File: src/rtl/decoder_in_debounce_if.sv
// Code delivery bundle between the input debouncer and the decoder core.
// The master side produces codes and status; the slave side returns ready.
interface decoder_in_debounce_if #(
  parameter int WIDTH = 7,
  parameter int CNT_W = 8
);
  logic [WIDTH-1:0] code_o;
  logic             code_valid_o;
  logic             code_ready_i;
  logic             busy_o;
  logic             overrun_o;
  logic [CNT_W-1:0] drop_count_o;

  modport master (
    output code_o,
    output code_valid_o,
    input  code_ready_i,
    output busy_o,
    output overrun_o,
    output drop_count_o
  );

  modport slave (
    input  code_o,
    input  code_valid_o,
    output code_ready_i,
    input  busy_o,
    input  overrun_o,
    input  drop_count_o
  );
endinterface

File: src/rtl/decoder_in_debounce.sv
// Two-flop synchronizer, hold-time debouncer and single-entry code buffer
// feeding the decoder; overwritten pending codes are flagged and counted.
module decoder_in_debounce #(
  parameter int WIDTH         = 7,
  parameter int STABLE_CYCLES = 4,
  parameter int CNT_W         = 8
) (
  input  logic                  wb_clk_i,
  input  logic                  wb_rst_i,
  input  logic [WIDTH-1:0]      io_in,
  decoder_in_debounce_if.master dec
);

  localparam logic [7:0]       STABLE   = 8'(STABLE_CYCLES);
  localparam logic [CNT_W-1:0] DROP_ONE = CNT_W'(1);

  logic [WIDTH-1:0] s1_q, s1_d;
  logic [WIDTH-1:0] s2_q, s2_d;
  logic [WIDTH-1:0] cand_q, cand_d;
  logic [7:0]       cnt_q, cnt_d;
  logic             done_q, done_d;
  logic             have_last_q, have_last_d;
  logic [WIDTH-1:0] last_q, last_d;
  logic [WIDTH-1:0] code_q, code_d;
  logic             valid_q, valid_d;
  logic             overrun_q, overrun_d;
  logic [CNT_W-1:0] drop_q, drop_d;
  logic             commit;
  logic             deliver;

  always_comb begin
    s1_d        = io_in;
    s2_d        = s1_q;
    cand_d      = cand_q;
    cnt_d       = cnt_q;
    done_d      = done_q;
    have_last_d = have_last_q;
    last_d      = last_q;
    code_d      = code_q;
    valid_d     = valid_q;
    overrun_d   = overrun_q;
    drop_d      = drop_q;

    commit  = (cnt_q == STABLE) && (s2_q == cand_q) && !done_q;
    // A glitch that settles back on the last delivered code commits silently.
    deliver = commit && (!have_last_q || (cand_q != last_q));

    if (s2_q != cand_q) begin
      cand_d = s2_q;
      cnt_d  = 8'd1;
      done_d = 1'b0;
    end else begin
      if (cnt_q < STABLE) begin
        cnt_d = cnt_q + 8'd1;
      end
      if (commit) begin
        done_d = 1'b1;
      end
    end

    if (deliver) begin
      last_d      = cand_q;
      have_last_d = 1'b1;
      code_d      = cand_q;
      valid_d     = 1'b1;
      // Latest code wins; the displaced one is only accounted for.
      if (valid_q && !dec.code_ready_i) begin
        overrun_d = 1'b1;
        if (drop_q != '1) begin
          drop_d = drop_q + DROP_ONE;
        end
      end
    end else if (valid_q && dec.code_ready_i) begin
      valid_d = 1'b0;
    end
  end

  always_ff @(posedge wb_clk_i) begin
    if (wb_rst_i) begin
      s1_q        <= '0;
      s2_q        <= '0;
      cand_q      <= '0;
      cnt_q       <= '0;
      done_q      <= 1'b0;
      have_last_q <= 1'b0;
      last_q      <= '0;
      code_q      <= '0;
      valid_q     <= 1'b0;
      overrun_q   <= 1'b0;
      drop_q      <= '0;
    end else begin
      s1_q        <= s1_d;
      s2_q        <= s2_d;
      cand_q      <= cand_d;
      cnt_q       <= cnt_d;
      done_q      <= done_d;
      have_last_q <= have_last_d;
      last_q      <= last_d;
      code_q      <= code_d;
      valid_q     <= valid_d;
      overrun_q   <= overrun_d;
      drop_q      <= drop_d;
    end
  end

  assign dec.code_o       = code_q;
  assign dec.code_valid_o = valid_q;
  assign dec.busy_o       = (cnt_q < STABLE);
  assign dec.overrun_o    = overrun_q;
  assign dec.drop_count_o = drop_q;

endmodule

File: src/flat_wrapper.sv
// flat-port wrapper written by rule: the top's interface ports become plain ports
module decoder_in_debounce_flat 
#(
  parameter int WIDTH         = 7,
  parameter int STABLE_CYCLES = 4,
  parameter int CNT_W         = 8
)
  (wb_clk_i, wb_rst_i, io_in, dec_code_o, dec_code_valid_o, dec_code_ready_i, dec_busy_o, dec_overrun_o, dec_drop_count_o);
  decoder_in_debounce_if #(.WIDTH(WIDTH), .CNT_W(CNT_W)) dec_i ();
  input  logic wb_clk_i;
  input  logic wb_rst_i;
  input  logic [WIDTH-1:0] io_in;
  output wire logic [$bits(dec_i.code_o)-1:0] dec_code_o;
  output wire logic [$bits(dec_i.code_valid_o)-1:0] dec_code_valid_o;
  input wire logic [$bits(dec_i.code_ready_i)-1:0] dec_code_ready_i;
  output wire logic [$bits(dec_i.busy_o)-1:0] dec_busy_o;
  output wire logic [$bits(dec_i.overrun_o)-1:0] dec_overrun_o;
  output wire logic [$bits(dec_i.drop_count_o)-1:0] dec_drop_count_o;
  assign dec_code_o = dec_i.code_o;
  assign dec_code_valid_o = dec_i.code_valid_o;
  assign dec_i.code_ready_i = dec_code_ready_i;
  assign dec_busy_o = dec_i.busy_o;
  assign dec_overrun_o = dec_i.overrun_o;
  assign dec_drop_count_o = dec_i.drop_count_o;
  decoder_in_debounce #(.WIDTH(WIDTH), .STABLE_CYCLES(STABLE_CYCLES), .CNT_W(CNT_W)) u_core (.wb_clk_i(wb_clk_i), .wb_rst_i(wb_rst_i), .io_in(io_in), .dec(dec_i));
endmodule
File: config.mk
export PLATFORM = sky130hd
export DESIGN_NAME = decoder_in_debounce_flat
export DESIGN_NICKNAME = d
export VERILOG_FILES = /design/src/rtl/decoder_in_debounce_if.sv /design/src/rtl/decoder_in_debounce.sv /design/src/flat_wrapper.sv
export SDC_FILE = /design/constraint.sdc
export NUM_CORES = 1
export LEC_CHECK = 0
export CAP_MARGIN = 20
export CORE_AREA = 10 10 100 102
export CTS_BUF_LIST = sky130_fd_sc_hd__clkbuf_8
export CTS_CLUSTER_SIZE = 12
export DETAILED_ROUTE_END_ITERATION = 16
export DIE_AREA = 0 0 110 112
export HOLD_SLACK_MARGIN = 0.05
export PLACE_DENSITY = 0.48
export SETUP_SLACK_MARGIN = 0.2
export SYNTH_ARGS = -nofsm -noshare
export SYNTH_HDL_FRONTEND = slang
export SYNTH_SLANG_ARGS = --single-unit
File: constraint.sdc
create_clock -name wb_clk_i -period 2.1 [get_ports wb_clk_i]
set_input_delay 0.42 -clock wb_clk_i [delete_from_list [all_inputs] [get_ports wb_clk_i]]
set_output_delay 0.42 -clock wb_clk_i [all_outputs]
set_load 0.1 [all_outputs]
==> metrics, run 1 <==
outcome finished with violations; failing checks negative setup slack; Post-Place Worst Slack 28.0 ps; Worst slew margin 73.6%; PnR worst setup slack -46.5 ps; WS Path Type flop to flop; GRT Total Usage 7.29%; Via density 4.21; most instantiated cells after synthesis dfxtp_1, nor2b_1, nand2_1; max-cap violation count 0; Synth cell types 36; number of I/O pins 28; Pins Over Slew Limit 0; final instance area 2660 sq um; leading area contributor after synthesis dfxtp_1; syn nets 206; #FFs+latches synth 48; count leader, synth dfxtp_1; post-synthesis xor/xnor area fraction 6.71%; Port Buffers 27; via count 1444; clk_lat worst skew 300 ps; Synth Area in Adders 1.92%; Area Overhead vs Synth 36.0%; slowest CP cell or4_4; Cells after Synth 193; Detailed Route WL 4240 um; Max VDD drop 0.340 mV; Synth Area in Compound Gates 6.46%; Sum Neg Setup Slack -127 ps; Post-Syn Area per Cell 10.1 sq um; TritonCTS Sinks 48; Worst-Margin Slew 391 ps; Rows 33; first-pass GRT wire length 7270 um; Critical Path Source Type flop; final-report hold violation count 0; nets 250; nature of the critical path endpoint flop; count of final setup violators 4; Antenna Diode Count 0; initial antenna violation count 0; clock skew 6.02 ps; Post-synth EDFFs 0; crit-path max FO 6; core footprint 8050 sq um; largest family of logic cells by synthesized area simple AND/OR/NAND/NOR gates; warnings from Yosys 0; Post-DP HPWL 2990 um; Pleak 0.000997 uW; register clock-pin slew on the reported worst setup and hold paths 90 ps; Routed WL per cell 12.4 um; layout cells sized above 1 31.5%; DRC 0; Seq/Total Area, Yosys 49.1%; Synth Flop Type dfxtp_1; H-tree depth 2; post-place instance area 2400 sq um; Root Buffer clkbuf_8; Die W 110 um; synthesized area 1960 sq um; largest net degree at the start of global routing 24; slowest stage delay, CP 560 ps; RD Place Congestion 0.785; post-synth top area share 49.1%; cells taking the most area after synthesis dfxtp_1, nor2b_1, xnor2_1, mux2i_1, nand2_1; crit share post-route 102%; mux share of post-synthesis cell area 5.75%; RSZ-0062 raised after global routing true; Synth async-reset ratio 0%; total gr overflow 0; Die ar. 12300 sq um; Hold Buf Count CTS 0; Achievable Freq 0.466 GHz; TritonCTS clock tree done; Initial DRC Count 43; Initial Utilization 24.3%; hold crit path type flop to flop; cts bufs inserted 5; die height 112 um; Clock Tree Buf Depth 2; Util after Layout 33.1%; simple-gate share of the synthesized area 26.6%; Pre-antenna DRT Iters 4; PD cells 651 nW/um^2; Cell Chain, Critical Path or4_4 -> nor4_4 -> buf_4 -> nand4bb_4 -> or4_1 -> a21oi_1; minimum clock period 2150 ps; WP data arrival 2380 ps; fillcell total 815; vias in the first global route 1490; DRT antenna net count 0; Worst EP required 2330 ps
## area by class of cell
type                            count  area (sq um)  share of cell area [%]
Inverter                            5          18.8                   0.705
Multi-Input combinational cell    135          1040                    39.2
Tap cell                          105           131                    4.94
Timing Repair Buffer               42           365                    13.7
Sequential cell                    48           987                    37.1
Clock inverter                      3          46.3                    1.74
Clock buffer                        5          68.8                    2.59
## critical path: cells and delay by family, from the launching register on
kind | cells | cell delay, ps
AO/OA/AOI/OAI | 1 | 120
AND/OR/NAND/NOR | 4 | 1470
flip-flops | 1 | 330
buffers and inverters | 1 | 170
## metal layers
layer / part of all wire [%] / global-route usage (%)
met4: 1.8 / 2.86
met1: 46 / 8.61
met3: 3.6 / 2.25
met5: 0 / 0
met2: 49 / 11.9
## registers in the layout, indices dropped and copies added, names as in the netlist
name and count:
u_core.s1_q 7, u_core.last_q 7, u_core.cand_q 7, u_core.dec.code_valid_o 1, u_core.dec.drop_count_o 8, u_core.cnt_q 8
u_core.s2_q 7, u_core.done_q 1, u_core.have_last_q 1, u_core.dec.overrun_o 1
## worst paths after layout
check	start	to	slack [ps]	cells past startpoint
hold / removal	u_core.s1_q[2]	u_core.s2_q[2]	440	1
setup reg to reg	u_core.cnt_q[6]	u_core.dec.drop_count_o[3]	-50	6
setup / recovery	u_core.cnt_q[6]	u_core.dec.drop_count_o[3]	-50	6
hold reg to reg	u_core.s1_q[2]	u_core.s2_q[2]	440	1
## cell families (layout without fill, tap and decap cells)
group / after synthesis / in the layout
buffers and inverters: 12 / 55
and+or+nand+nor: 85 / 87
AOI/OAI and AO/OA: 19 / 19
adders and majority gates: 3 / 3
xor gates and xnor gates: 15 / 15
DFF: 48 / 48
muxes: 11 / 11
## stage by stage
stage	power (uW)	hold WS, ps	std cells
after floorplan	1020	414	193
after global placement	1060	417	328
after detailed placement	1060	424	328
after CTS	1760	449	342
after global routing	1820	460	343
final	1730	443	343
## report_power, final
part | total (uW) | switching [uW] | internal [uW]
clock | 685 | 326 | 359
combinational | 110 | 51.4 | 58.4
sequential | 937 | 11.0 | 926
## layout by cell type, fill, tap and decap left out, types with 3 or more instances in the layout
cell | synthesis | routed
nor2_1 | 8 | 8
nand4_1 | 5 | 5
inv_1 | 5 | 5
clkbuf_8 | 0 | 5
or4_1 | 3 | 3
a21oi_1 | 7 | 7
buf_6 | 3 | 4
o31ai_1 | 3 | 3
xor2_1 | 3 | 3
xnor2_1 | 12 | 12
ha_1 | 3 | 3
nor2b_1 | 25 | 25
buf_4 | 0 | 28
dfxtp_1 | 48 | 31
nand3_1 | 5 | 5
clkdlybuf4s50_1 | 0 | 9
nand2_1 | 20 | 20
and3_1 | 5 | 5
dfxtp_2 | 0 | 15
mux2i_1 | 9 | 9
## what timing repair did
item,4_1_cts,5_1_grt
setup buffers,4,1
gates resized for setup,9,4
endpoints found under the setup margin,17,18
gates cloned,2,0
pin swaps,7,6
Power figures use the tool's default switching activity.
==> inputs of run 2 (changes only) <==
--- a/config.mk
+++ b/config.mk
@@ -12,7 +12,7 @@
 export DETAILED_ROUTE_END_ITERATION = 16
 export DIE_AREA = 0 0 110 112
 export HOLD_SLACK_MARGIN = 0.05
-export PLACE_DENSITY = 0.48
+export PLACE_DENSITY = 0.46
 export SETUP_SLACK_MARGIN = 0.2
 export SYNTH_ARGS = -nofsm -noshare
 export SYNTH_HDL_FRONTEND = slang
==> constraint.sdc (replaced) <==
create_clock -name wb_clk_i -period 2.49 [get_ports wb_clk_i]
set_input_delay 0.498 -clock wb_clk_i [delete_from_list [all_inputs] [get_ports wb_clk_i]]
set_output_delay 0.498 -clock wb_clk_i [all_outputs]
set_load 0.1 [all_outputs]
==> run 2 against run 1 <==
Non-clock buffer count down 11. Critical path type is now flop to output pin. Largest cell class is now sequential cells. The flow now finishes without violations. Wire length decreased by 7.7%. Utilization fell by 2.8 points. Sequential power fell by 15%. Flip-flop and latch count is the same. Power fell by 16%. Global-route usage decreased by 0.75 points.
==> metrics, run 2 (same netlist as run 1, synthesis figures left out) <==
hold crit path type flop to flop; commonest non-fill, non-tap cells in the layout dfxtp_1, nor2b_1, buf_4, nand2_1, xnor2_1; slowest CP cell or4_4; vias in the first global route 1340; largest delay contributor family on the critical path simple AND/OR/NAND/NOR gates; Initial Utilization 24.3%; crit share post-route 87.4%; fillcell total 848; cts bufs inserted 5; Pleak 0.000908 uW; register clock-pin slew on the reported worst setup and hold paths 100 ps; number of I/O pins 28; max-cap violation count 0; RSZ-0062 raised after global routing false; PD cells 594 nW/um^2; final instance area 2440 sq um; Post-CTS Setup Bufs 0; Worst-Margin Slew 731 ps; largest net degree at the start of global routing 34; Crit. path cell count 3; Worst Hold Path Cells 1; H-tree depth 2; count of final setup violators 0; Detailed Route WL 3920 um; WS Path Type flop to output pin; WP data arrival 1680 ps; Hold Buf Count CTS 0; most common cell after layout, fill and taps aside dfxtp_1; clock skew 9.92 ps; Cell Chain, Critical Path or4_4 -> nor3_4 -> buf_12; first-pass GRT wire length 6510 um; outcome completed; core footprint 8050 sq um; final-report hold violation count 0; initial antenna violation count 0; Max VDD drop 0.184 mV; Root Buffer clkbuf_8; Clock Tree Buf Depth 2; DRC 0; Antenna Diode Count 0; RD Place Congestion 0.759; via count 1363; crit-path max FO 3; TritonCTS Sinks 48; Routed WL per cell 11.9 um; layout cells sized above 1 18.2%; total gr overflow 0; Buf/Inv on CP 1; Util after Layout 30.3%; Achievable Freq 0.459 GHz; die height 112 um; Via density 4.13; Critical Path Source Type flop; Die W 110 um; GRT Total Usage 6.54%; post-place instance area 2320 sq um; met3 Use GR 1.96%; met1 Use GR 7.09%; DRT antenna net count 0; nets 237; TritonCTS clock tree done; Die ar. 12300 sq um; minimum clock period 2180 ps; Post-DP HPWL 2830 um; Sum Neg Setup Slack 0 ps; Pre-antenna DRT Iters 4; Port Buffers 27; Pins Over Slew Limit 0; slowest stage delay, CP 580 ps; Initial DRC Count 42; nature of the critical path endpoint output pin; gr busiest metal met2; Worst slew margin 51.2%; met2 usage 11.3%; R2R cell count 6; clk_lat worst skew 300 ps; Rows 33; Worst EP required 1990 ps; Area Overhead vs Synth 24.7%
run 2: cell types whose count changed in the layout (fill, tap and decap cells not counted), moves of 2 or more:
cell      before  now
buf_4         28   21
buf_6          4    0
clkinv_4       0    2
dfxtp_1       31   48
dfxtp_2       15    0
dfxtp_4        2    0
o311ai_4       2    0
o41ai_1        0    2
o41ai_2        2    0
run 2: worst paths after layout:
| kind | startpoint | to | slack, ps |
|---|---|---|---|
| setup / recovery | u_core.cnt_q[3] | dec_busy_o | 310 |
| setup reg to reg | u_core.cnt_q[3] | u_core.dec.drop_count_o[2] | 340 |
| hold reg to reg | u_core.s1_q[6] | u_core.s2_q[6] | 440 |
| hold / removal | u_core.s1_q[6] | u_core.s2_q[6] | 440 |
run 2: layer usage:
metal	vias to the layer above	wire length [um]
li1	714	-
met4	0	55
met3	4	104
met5	-	0
met2	15	2010
met1	630	1750
run 2: repair_timing:
action	CTS	global route
resized for setup	1	1
endpoints found under the hold margin	0	0
cloned	0	0
setup endpoints to repair	1	3
pin swaps	0	1
run 2: cell type report:
class                   instances  area, sq um  share of cell area, %
well taps                     105          131                   5.38
clock buffers                   5         68.8                   2.82
clock inverters                 3         47.5                   1.95
repair buffers                 31          268                   11.0
multi-input cells             133          945                   38.7
inverters                       5         18.8                  0.769
flip-flops and latches         48          961                   39.4
run 2: through the flow:
stage                     total power (uW)  std cells  hold slack, ps  setup slack, ps
after floorplan                        862        193             414              243
after global routing                  1510        330             460              236
after detailed placement               894        322             420              217
after global placement                 893        322             419              267
after CTS                             1480        330             444              241
final                                 1450        330             442              313
run 2: worst reg2reg max path, stage by stage, from the launching register on:
cell,delay (ps)
dfxtp_1,330
or4_4,580
nor4_4,230
nand4bb_4,220
buf_4,220
o311ai_0,330
o41ai_1,120
run 2: where the power goes:
group | switching [uW] | internal, uW | leakage [uW]
clock network | 274 | 303 | 0.0000583
logic | 38.1 | 43.3 | 0.000459
registers | 9.28 | 783 | 0.000391
total | 321 | 1130 | 0.000908
==> edit: new RTL, flow settings as in run 1 <==
`WIDTH` is set to 7 in 3 places; all go to 5.
--- a/src/rtl/decoder_in_debounce_if.sv
+++ b/src/rtl/decoder_in_debounce_if.sv
@@ -3,3 +3,3 @@
 interface decoder_in_debounce_if #(
-  parameter int WIDTH = 7,
+  parameter int WIDTH = 5,
   parameter int CNT_W = 8
--- a/src/rtl/decoder_in_debounce.sv
+++ b/src/rtl/decoder_in_debounce.sv
@@ -3,3 +3,3 @@
 module decoder_in_debounce #(
-  parameter int WIDTH         = 7,
+  parameter int WIDTH         = 5,
   parameter int STABLE_CYCLES = 4,
--- a/src/flat_wrapper.sv
+++ b/src/flat_wrapper.sv
@@ -3,3 +3,3 @@
 #(
-  parameter int WIDTH         = 7,
+  parameter int WIDTH         = 5,
   parameter int STABLE_CYCLES = 4,
Interface: changed (resized dec_code_o and io_in); port bits go from 28 to 24. The function was not compared with the original's and may differ.
==> edit against run 1 <==
The flow still finishes with violations (negative setup slack). Routed wire length is 23% lower. Setup slack worse by 83 ps. Synthesized cell count is 19% lower. First-iteration DRC count is 65% lower. Count of clock-buffer cells in the layout stayed put. Total power is 15% lower. Cell area is 17% lower. Sequential cell count is 8 lower. Synthesized area is 18% lower.
==> edit: results (changes against run 1) <==
Pwr
The cell leakage power is 0.8340 nW (-16%). The largest voltage drop on the vdd net is 0.2890 mV (-15%). The total power is 1.477 mW (-15%). The sequential cell power is 0.778 mW (-17%).

The clock power share was 0.417 (+0.021).

Final layout
The number of inserted filler cells in the final layout is 853 (+4.7%). The fraction of standard cell area in multi-input logic is 0.3520 (-0.04009). The count of multi-input combinational gates was 107 (-21%). The footprint of the flip-flops and latches was 818.3 µm² (-17%).

The post-layout net count is 212 (-15%).

Timing
The tightest hold margin is 439.7 ps (-3.501 ps). The slew at the pin with the worst max-slew slack is 500.2 ps (+109.0 ps). The count of endpoints failing setup in the final report is 11 (+7).

The largest clock skew in the final design is 3.964 ps (-2.061 ps). The least setup slack across all paths after layout is -129.1 ps (-82.64 ps).

Setup path
The arrival time at the worst endpoint came to 2450 ps (+70 ps). The critical path's largest stage delay is 540 ps (-20 ps).

Detailed routing
The wire length per cell after detailed routing is 10.67 µm (-14%). The per-cell via count in the routed design is 3.853 (-8.5%).

Worst hold path
The worst hold path endpoint is u_core.s2_q[1]$_SDFF_PP0_. In this run the most critical hold path is launched from u_core.s1_q[1]$_SDFF_PP0_.

Synthesis
The proportion of synthesized area in mux cells is 0.01251 (-0.04503). The count of different cell masters after synthesis came to 35 (-2.8%). The register bit count reported by yosys is 40 (-17%).

The arithmetic-cell share of the synthesized area counting full adders, half adders and majority gates is 0.02346 (+0.004274). Yosys attributes the largest share of cell area to sky130_fd_sc_hd__dfxtp_1, sky130_fd_sc_hd__nor2b_1, sky130_fd_sc_hd__xnor2_1. The synthesized-area fraction occupied by ao, oa, aoi and oai cells is 0.1009 (+0.03628). The synthesized netlist net count is 167 (-19%).

Global route
The pin count of the biggest net entering global routing is 25 (+4.2%). The global router's overall resource usage is 0.05573 (-0.01718). The via count of the first global-routing pass is 1164 (-22%).

Clock tree
The number of gates given a new drive strength after cts was 5 (-4). The number of post-CTS setup repair buffers came to 5 (+1).

Status
The checks that failed: negative setup slack. The run finished, with violations left.
## edit: changes by cell type after synthesis, sizes merged, moves of 4 or more
cell | run 1 | this run
a21oi | 7 | 12
and2 | 1 | 5
and3 | 6 | 0
dfxtp | 48 | 40
mux2i | 9 | 2
nand2 | 20 | 13
nor2b | 25 | 15
or4b | 0 | 4
xnor2 | 12 | 8
## edit: metrics by stage
| step | instances | cell area (µm²) | TNS, ps |
|---|---|---|---|
| after floorplan | 156 | 1628 | -211.1 |
| after global placement | 294 | 2029 | -192.9 |
| after detailed placement | 294 | 2029 | -424.8 |
| after CTS | 307 | 2198 | -757.9 |
| after global routing | 307 | 2211 | -2392 |
| final | 307 | 2211 | -753.2 |
## edit: routing by layer
| metal | GRT usage | share of wire |
|---|---|---|
| met1 | 0.06649 | 0.46 |
| met2 | 0.08343 | 0.46 |
| met3 | 0.02595 | 0.069 |
| met4 | 0.02344 | 0.010 |
| met5 | 0 | 0 |
